<file path="config.mk">
export PLATFORM = sky130hd
export DESIGN_NAME = inference_controller
export DESIGN_NICKNAME = d
export VERILOG_FILES = /design/src/rtl/infer_pkg.sv /design/src/rtl/inference_controller_argmax.sv /design/src/rtl/inference_controller.sv
export SDC_FILE = /design/constraint.sdc
export NUM_CORES = 1
export LEC_CHECK = 0
export CORE_AREA = 2 2 179 181
export DETAILED_ROUTE_END_ITERATION = 6
export DIE_AREA = 0 0 181 183
export HOLD_SLACK_MARGIN = 0.06
export PLACE_DENSITY = 0.67
export SLEW_MARGIN = 25
export SYNTH_ARGS = -nofsm -noshare
export SYNTH_HDL_FRONTEND = slang
export SYNTH_HIERARCHICAL = 1
export SYNTH_SLANG_ARGS = --single-unit
</file>
<file path="constraint.sdc">
create_clock -name clk -period 2.7 [get_ports clk]
set_input_delay 0.405 -clock clk [delete_from_list [all_inputs] [get_ports clk]]
set_output_delay 0.405 -clock clk [all_outputs]
set_load 0.02 [all_outputs]
</file>
<file path="src/rtl/infer_pkg.sv">
// Shared types and defaults for the inference controller.
// Holds the FSM state enum, the data word type and the flush/window defaults.
package infer_pkg;

  typedef logic signed [31:0] word_t;

  localparam int FLUSH_LEN_DEF  = 2;
  localparam int STREAM_LEN_DEF = 256;

  typedef enum logic [2:0] {
    IDLE,
    FLUSH,
    RUN,
    CAPTURE,
    SAMPLE,
    RESULT
  } infer_state_t;

endpackage

</file>
<file path="src/rtl/inference_controller_argmax.sv">
// argmax: combinational index of the largest signed element; ties -> lowest index.
// Ports: data (OUTPUT_SIZE words in), idx ($clog2(OUTPUT_SIZE) bits out).
module argmax
  import infer_pkg::*;
#(
  parameter int OUTPUT_SIZE = 3
) (
  input  word_t                          data [0:OUTPUT_SIZE-1],
  output logic [$clog2(OUTPUT_SIZE)-1:0] idx
);

  localparam int KW = $clog2(OUTPUT_SIZE);

  word_t best;

  // Strict '>' keeps the earlier index on equal values.
  always_comb begin
    best = data[0];
    idx  = '0;
    for (int i = 1; i < OUTPUT_SIZE; i++) begin
      if (data[i] > best) begin
        best = data[i];
        idx  = KW'(i);
      end
    end
  end

endmodule

</file>
<file path="src/rtl/inference_controller.sv">
// inference_controller: sequences one bitstream inference per input vector:
// latch input, flush network (net_clr_n low), run STREAM_LEN cycles, pulse
// compute, sample net_output, hold result until out_ready.
// Ports: clk, n_rst (async, active-low); in_valid/in_ready/in_data input
// handshake; abort cancels an inference; net_input/net_clr_n/compute drive
// the network; net_output returns results; out_valid/out_ready/out_data/
// out_class result handshake; busy high outside IDLE.
// Optional: define INFERENCE_ARGMAX_EN to compute out_class (else tied 0).
module inference_controller
  import infer_pkg::*;
#(
  parameter int INPUT_SIZE  = 4,
  parameter int OUTPUT_SIZE = 3,
  parameter int STREAM_LEN  = STREAM_LEN_DEF,
  parameter int FLUSH_LEN   = FLUSH_LEN_DEF
) (
  input  logic                           clk,
  input  logic                           n_rst,
  input  logic                           in_valid,
  output logic                           in_ready,
  input  word_t                          in_data [0:INPUT_SIZE-1],
  input  logic                           abort,
  output word_t                          net_input [0:INPUT_SIZE-1],
  output logic                           net_clr_n,
  output logic                           compute,
  input  word_t                          net_output [0:OUTPUT_SIZE-1],
  output logic                           out_valid,
  input  logic                           out_ready,
  output word_t                          out_data [0:OUTPUT_SIZE-1],
  output logic [$clog2(OUTPUT_SIZE)-1:0] out_class,
  output logic                           busy
);

  localparam int CW = $clog2(STREAM_LEN + 1);
  localparam int FW = $clog2(FLUSH_LEN + 1);
  localparam int KW = $clog2(OUTPUT_SIZE);

  infer_state_t  state;
  logic [CW-1:0] cnt;
  logic [FW-1:0] fcnt;

`ifdef INFERENCE_ARGMAX_EN
  logic [KW-1:0] cls_q;
  logic [KW-1:0] cls_nxt;

  argmax #(
    .OUTPUT_SIZE(OUTPUT_SIZE)
  ) u_argmax (
    .data(net_output),
    .idx (cls_nxt)
  );

  assign out_class = cls_q;
`else
  assign out_class = '0;
`endif

  always_ff @(posedge clk or negedge n_rst) begin
    if (!n_rst) begin
      state     <= IDLE;
      in_ready  <= 1'b0;
      net_clr_n <= 1'b0;
      compute   <= 1'b0;
      out_valid <= 1'b0;
      busy      <= 1'b0;
      cnt       <= '0;
      fcnt      <= '0;
      for (int i = 0; i < INPUT_SIZE; i++)
        net_input[i] <= '0;
      for (int i = 0; i < OUTPUT_SIZE; i++)
        out_data[i] <= '0;
`ifdef INFERENCE_ARGMAX_EN
      cls_q <= '0;
`endif
    end else begin
      compute <= 1'b0;
      unique case (state)
        IDLE: begin
          net_clr_n <= 1'b1;
          busy      <= 1'b0;
          in_ready  <= 1'b1;
          if (in_valid && in_ready) begin
            net_input <= in_data;
            state     <= FLUSH;
            in_ready  <= 1'b0;
            net_clr_n <= 1'b0;
            busy      <= 1'b1;
            fcnt      <= '0;
          end
        end
        FLUSH: begin
          if (abort) begin
            state     <= IDLE;
            net_clr_n <= 1'b0;
            busy      <= 1'b0;
            in_ready  <= 1'b1;
          end else if (fcnt == FW'(FLUSH_LEN - 1)) begin
            state     <= RUN;
            net_clr_n <= 1'b1;
            cnt       <= '0;
          end else begin
            fcnt <= fcnt + 1'b1;
          end
        end
        RUN: begin
          if (abort) begin
            state     <= IDLE;
            net_clr_n <= 1'b0;
            busy      <= 1'b0;
            in_ready  <= 1'b1;
          end else if (cnt == CW'(STREAM_LEN - 1)) begin
            state   <= CAPTURE;
            compute <= 1'b1;
          end else begin
            cnt <= cnt + 1'b1;
          end
        end
        CAPTURE: begin
          if (abort) begin
            state     <= IDLE;
            net_clr_n <= 1'b0;
            busy      <= 1'b0;
            in_ready  <= 1'b1;
          end else begin
            state <= SAMPLE;
          end
        end
        SAMPLE: begin
          if (abort) begin
            state     <= IDLE;
            net_clr_n <= 1'b0;
            busy      <= 1'b0;
            in_ready  <= 1'b1;
          end else begin
            out_data  <= net_output;
            out_valid <= 1'b1;
            state     <= RESULT;
`ifdef INFERENCE_ARGMAX_EN
            cls_q <= cls_nxt;
`endif
          end
        end
        RESULT: begin
          if (out_ready) begin
            out_valid <= 1'b0;
            state     <= IDLE;
            busy      <= 1'b0;
            in_ready  <= 1'b1;
          end
        end
        default: begin
          state <= IDLE;
        end
      endcase
    end
  end

endmodule

</file>
Word level (Yosys, flattened, before mapping):

Cells that the tools add are included.

* register bits after elaboration: 243
* output and inout port bits: 231

* bitwise gates (word level): 1
* reduce and logical (&&, ||, !) cells: 17
* add/sub/neg operators: 2
* equality and inequality tests: 19
* multiplexer cells: 34

Operators by type and width (count)
* 9-bit 2-to-1 mux: 4
* 3-bit 2-to-1 mux: 8
* 3-bit one-hot mux with 6 select lines: 1
* 9-bit one-hot mux with 2 select lines: 1
* 2-bit inequality test, second input constant: 8
* 1-bit 2-to-1 mux: 12
* 9-bit by 1-bit adder with 9-bit output, second input constant: 1
* 9-bit by 8-bit equality test with 1-bit output, second input constant: 1
* 1-bit one-hot mux with 3 select lines: 3
* 3-bit AND reduction: 3
* 4-bit AND reduction: 2
* 3-bit by 2-bit equality test with 1-bit output, second input constant: 2
* 3-bit equality test, second input constant: 2
* 2-bit 2-to-1 mux: 3
* 3-bit inequality test, second input constant: 2
* 2-bit nonzero test: 3
* 3-bit nonzero test: 2
* 5-bit AND reduction: 1
* 2-bit by 1-bit inequality test with 1-bit output, second input constant: 2
* 2-bit one-hot mux with 2 select lines: 1
* 2-bit AND reduction: 2
* 4-bit OR reduction: 1
* 3-bit by 1-bit equality test with 1-bit output, second input constant: 1
* 3-bit zero test: 1
* 6 further kinds: 6

Logic depth before layout (Yosys ltp):

Gate-level depths: netlist (run 1).

* depth after elaboration: 4
* mapped depth: 10
* depth with buffers taken out: 9

Worst setup path after synthesis (run 1):

No wires, ideal clock.

* kind: flip-flop to flip-flop
* start: reg cnt[0]
* end: reg cnt[6]
* stages on the path, launching flop included: 11
* data arrival time: 2340 ps
* slack: 268 ps
* buffers on the path: 1
* required time: 2608 ps
* clock period less this slack: 2432 ps
* library setup time: 92 ps
* path through: dfrtp_1 > ha_1 > and3_1 > nand3_1 > nor2_1 > ha_1 > or3b_1 > a211o_1 > buf_6 > or2_4 > o31ai_2

* cells in the longest elaborated chain, start to end: 4
* elaborated cells on any way between the ends: 7

Ends and longest elaborated chain
* from (decl): line inference_controller.sv:39 `logic [CW-1:0] cnt;`
* from (signal assigned): line inference_controller.sv:115 `cnt <= cnt + 1'b1;`
* 9-bit by 1-bit adder with 9-bit output: line inference_controller.sv:115
* 9-bit 2-to-1 mux: line inference_controller.sv:111 `end else if (cnt == CW'(STREAM_LEN - 1)) begin`
* 9-bit 2-to-1 mux: line inference_controller.sv:106 `if (abort) begin`
* 9-bit one-hot mux with 2 select lines: line inference_controller.sv:77 `unique case (state)`

Several ways; a longest one is shown, not always the timed one. The select of a mux whose other input is x is not followed.
A chain may end at the register's enable or synchronous reset.

Worst setup path after layout (run 1):

* start: reg cnt[0]
* end: reg cnt[3]

Same word-level chain as after synthesis.

==> results of run 1 <==
sequential cells by signal, indices dropped and copies added, names as in the netlist:
register and cells:
net_input 128, in_ready 1, busy 1, compute 1
state 3, out_data 96, fcnt 2, net_clr_n 1
out_valid 1, cnt 9
through the flow:
step | std cells | power [mW] | worst slack [ns] | utilization (%)
after floorplan | 600 | 10.1 | 0.268 | -
after global placement | 1445 | 14.3 | 0.110 | 46.7
after detailed placement | 1445 | 14.5 | 0.0787 | 46.7
after CTS | 1495 | 18.2 | 0.0766 | 49.6
after global routing | 1495 | 18.9 | 0.0205 | 49.6
final | 1495 | 17.9 | 0.131 | 49.6
what timing repair did:
item | in CTS | in global routing
gates resized for setup | 0 | 2
hold buffers | 1 | 0
endpoints found under the hold margin | 64 | 0
buffers inserted | 0 | 0
endpoints found under the setup margin | 0 | 2
final cells by class:
cell class | count | area [um2]
Fill cell | 2758 | 15700
Sequential cell | 243 | 6080
Timing Repair Buffer | 479 | 4860
Tap cell | 402 | 503
Clock buffer | 41 | 821
Multi-Input combinational cell | 317 | 3150
Clock inverter | 8 | 67.6
Inverter | 5 | 18.8
power by group through the flow:
stage	clock, mW	sequential [mW]	combinational, mW
2_1_floorplan	0	8.09	1.99
3_3_place_gp	0	6.15	8.15
3_5_place_dp	0	6.23	8.23
4_1_cts	3.77	6.18	8.26
5_1_grt	3.93	6.41	8.61
6_report	3.64	6.16	8.14
routing by layer:
layer / GRT usage [%] / up-vias / routed length [um]
met1: 18.7 / 3334 / 10500
li1: - / 3077 / -
met2: 28.1 / 272 / 13400
met4: 3.64 / 2 / 498
met5: 0 / - / 13
met3: 5.46 / 44 / 2490
kinds of logic after synthesis:
kind of cell,Yosys count,share of synthesized area (%)
buffers and inverters,40,2.22
adders and majority gates,4,0.532
AOI/OAI and AO/OA,30,2.11
other,1,0.0398
DFF,243,64.6
muxes,228,27.2
and+or+nand+nor,53,3.24
critical path, cell delays in order, from the launching register on:
cell and delay, ns:
dfrtp_1 0.41, ha_2 0.22, and3_1 0.19, nand3_1 0.11, nor2_1 0.06, ha_1 0.20, or3b_1 0.37, a211o_4 0.37
or4_1 0.47, nand3_1 0.09
worst max path at each step:
stage	slack [ns]	depth (start not counted)	end	from
final	0.13	9	cnt[3]	cnt[0]
after global placement	0.11	9	cnt[3]	cnt[0]
after detailed placement	0.08	9	cnt[3]	cnt[0]
after global routing	0.02	9	cnt[3]	cnt[0]
after CTS	0.08	9	cnt[3]	cnt[0]
after floorplan	0.27	10	cnt[6]	cnt[0]
cells in the final DEF, fill, tap and decap left out, drive strengths merged, types with 3 or more instances in the layout:
cell type / netlist / final
nand2b: 6 / 6
o22ai: 3 / 3
mux2: 225 / 225
buf: 29 / 22
o21ai: 10 / 10
nand2: 13 / 13
ha: 4 / 4
nor2: 5 / 5
clkdlybuf4s50: 0 / 456
dfrtp: 243 / 243
nand3: 8 / 8
or4: 3 / 3
inv: 5 / 5
a21oi: 3 / 3
mux2i: 3 / 3
o31ai: 3 / 3
clkinv: 0 / 6
o21a: 3 / 3
clkbuf: 6 / 41
==> metrics.csv, run 1 <==
stage;metric;value;unit
setup_path;reg-to-reg endpoint;cnt[3];
floorplan;# IOs;460;
clock_tree;clk sinks;243;
sta;RSZ-0062 raised after global routing;no;
drt;Vias;6729;
synth;synthesized flop and latch total;243;
synth;cell accounting for the most synthesized area;dfrtp_1;
synth;top post-synthesis cells by count;dfrtp_1, mux2_1, mux2_2, buf_2, nand2_1;
floorplan;Initial Utilization;30.1;%
sta;WHS;0.457;ns
worst_hold_path;Worst Hold Class;in -> async;
setup_path;reg2reg setup slack;0.13;ns
synth;top-count cell post-synth;dfrtp_1;
sta;Final Critical Period;2.57;ns
finish;share of cells above drive strength 1;13.4;%
synth;EDFF count, synth;0;
sta;Rel. slew slack;60.3;%
global_route;overall global routing resource usage;15.9;%
floorplan;Die X;181;um
pwr;Int Pwr;11.7;mW
setup_path;WS Path Type;reg -> reg;
setup_path;Worst R2R Start;cnt[0];
synth;Yosys cell types;45;
setup_path;crit path max fanout;8;
clock_tree;root buffer cell;clkbuf_16;
synth;Synth top area share;64.6;%
finish;Final #Nets;1307;
sta;Max Fclk;389;MHz
sta;Hold Fails Final Rpt;0;
placement;placed cell area;14600;um2
pwr;Pleak;6.64;nW
setup_path;Crit. End Element;register;
drt;antenna-violating nets left;0;
pwr;sw frac;34.7;%
sta;Tightest Pin Transition;0.595;ns
sta;Layout Skew;0.00817;ns
floorplan;row cnt;65;
pwr;power per cell area;1160;nW/um2
floorplan;die footprint;33100;um2
placement;dpl hpwl;20400;um
drt;WL/cell;18.0;um
setup_path;Crit path required time;3.17;ns
synth;synthesized area per cell;15.7;um2
global_route;vias in the first global route;7137;
drt;vias per cell;4.50;
floorplan;core area;31200;um2
pwr;sequential power share;34.3;%
drt;Total Wirelength;26900;um
pwr;clock power share;20.3;%
synth;cell count after synthesis;599;
pwr;Peak VDD IR;645;uV
finish;ant diodes;0;
sta;final slew viol count;0;
global_route;largest net degree at the start of global routing;72;
run_status;status;complete, no violations;
setup_path;Worst R2R Path Depth;9;
drt;DR pass1 iterations;4;
clock_tree;TritonCTS buffer count;28;
run;total of max-cap violations;0;
global_route;grt total ovfl;0;
synth;Synth async-reset ratio;100;%
placement;# port buffers;457;
global_route;first-pass GRT wire length;41500;um
pwr;Comb pwr share;45.4;%
drt;number of remaining DRC errors;0;
synth;Synth Flop Type;dfrtp_1;
clock_tree;CTS tree;built;
floorplan;Die Ht;183;um
clock_tree;H-tree levels;1;
finish;post-route cell area;15500;um2
sta;Setup-failing EPs final;0;
synth;top cells by area, synth;dfrtp_1, mux2_1, mux2_2, buf_2, ha_1;
clock_tree;clk slew on worst S/H paths;0.06;ns
synth;Seq/Total Area, Yosys;64.6;%
placement;routability cong.;0.779;
clock_tree;Clock Latency Late Sink;0.53;ns
synth;Synth Cell Area;9410;um2
setup_path;CP startpoint kind;register;
pwr;NetSw;6.23;mW
setup_path;crit path DAT;3.04;ns
sta;final worst path period share;95.2;%
finish;Layout area overhead;64.7;%
drt;drt first-iter violations;211;
global_route;initial antenna violation count;1;
sta;setup_tns;0;ns
synth;Yosys warning count;6;
clock_tree;CTS max path bufs;3;
No activity file was read; power rests on OpenSTA's default activity.
==> run 2, diff against run 1 <==
--- a/constraint.sdc
+++ b/constraint.sdc
@@ -3,2 +3,2 @@
 set_output_delay 0.405 -clock clk [all_outputs]
-set_load 0.02 [all_outputs]
+set_load 0.05 [all_outputs]
==> results of run 2 <==
Same layout as run 1 (identical final DEF). Status: complete, no violations.
Among the figures that moved: total power 17.9 mW -> 21.6 mW; worst IR drop on VDD 645 uV -> 712 uV
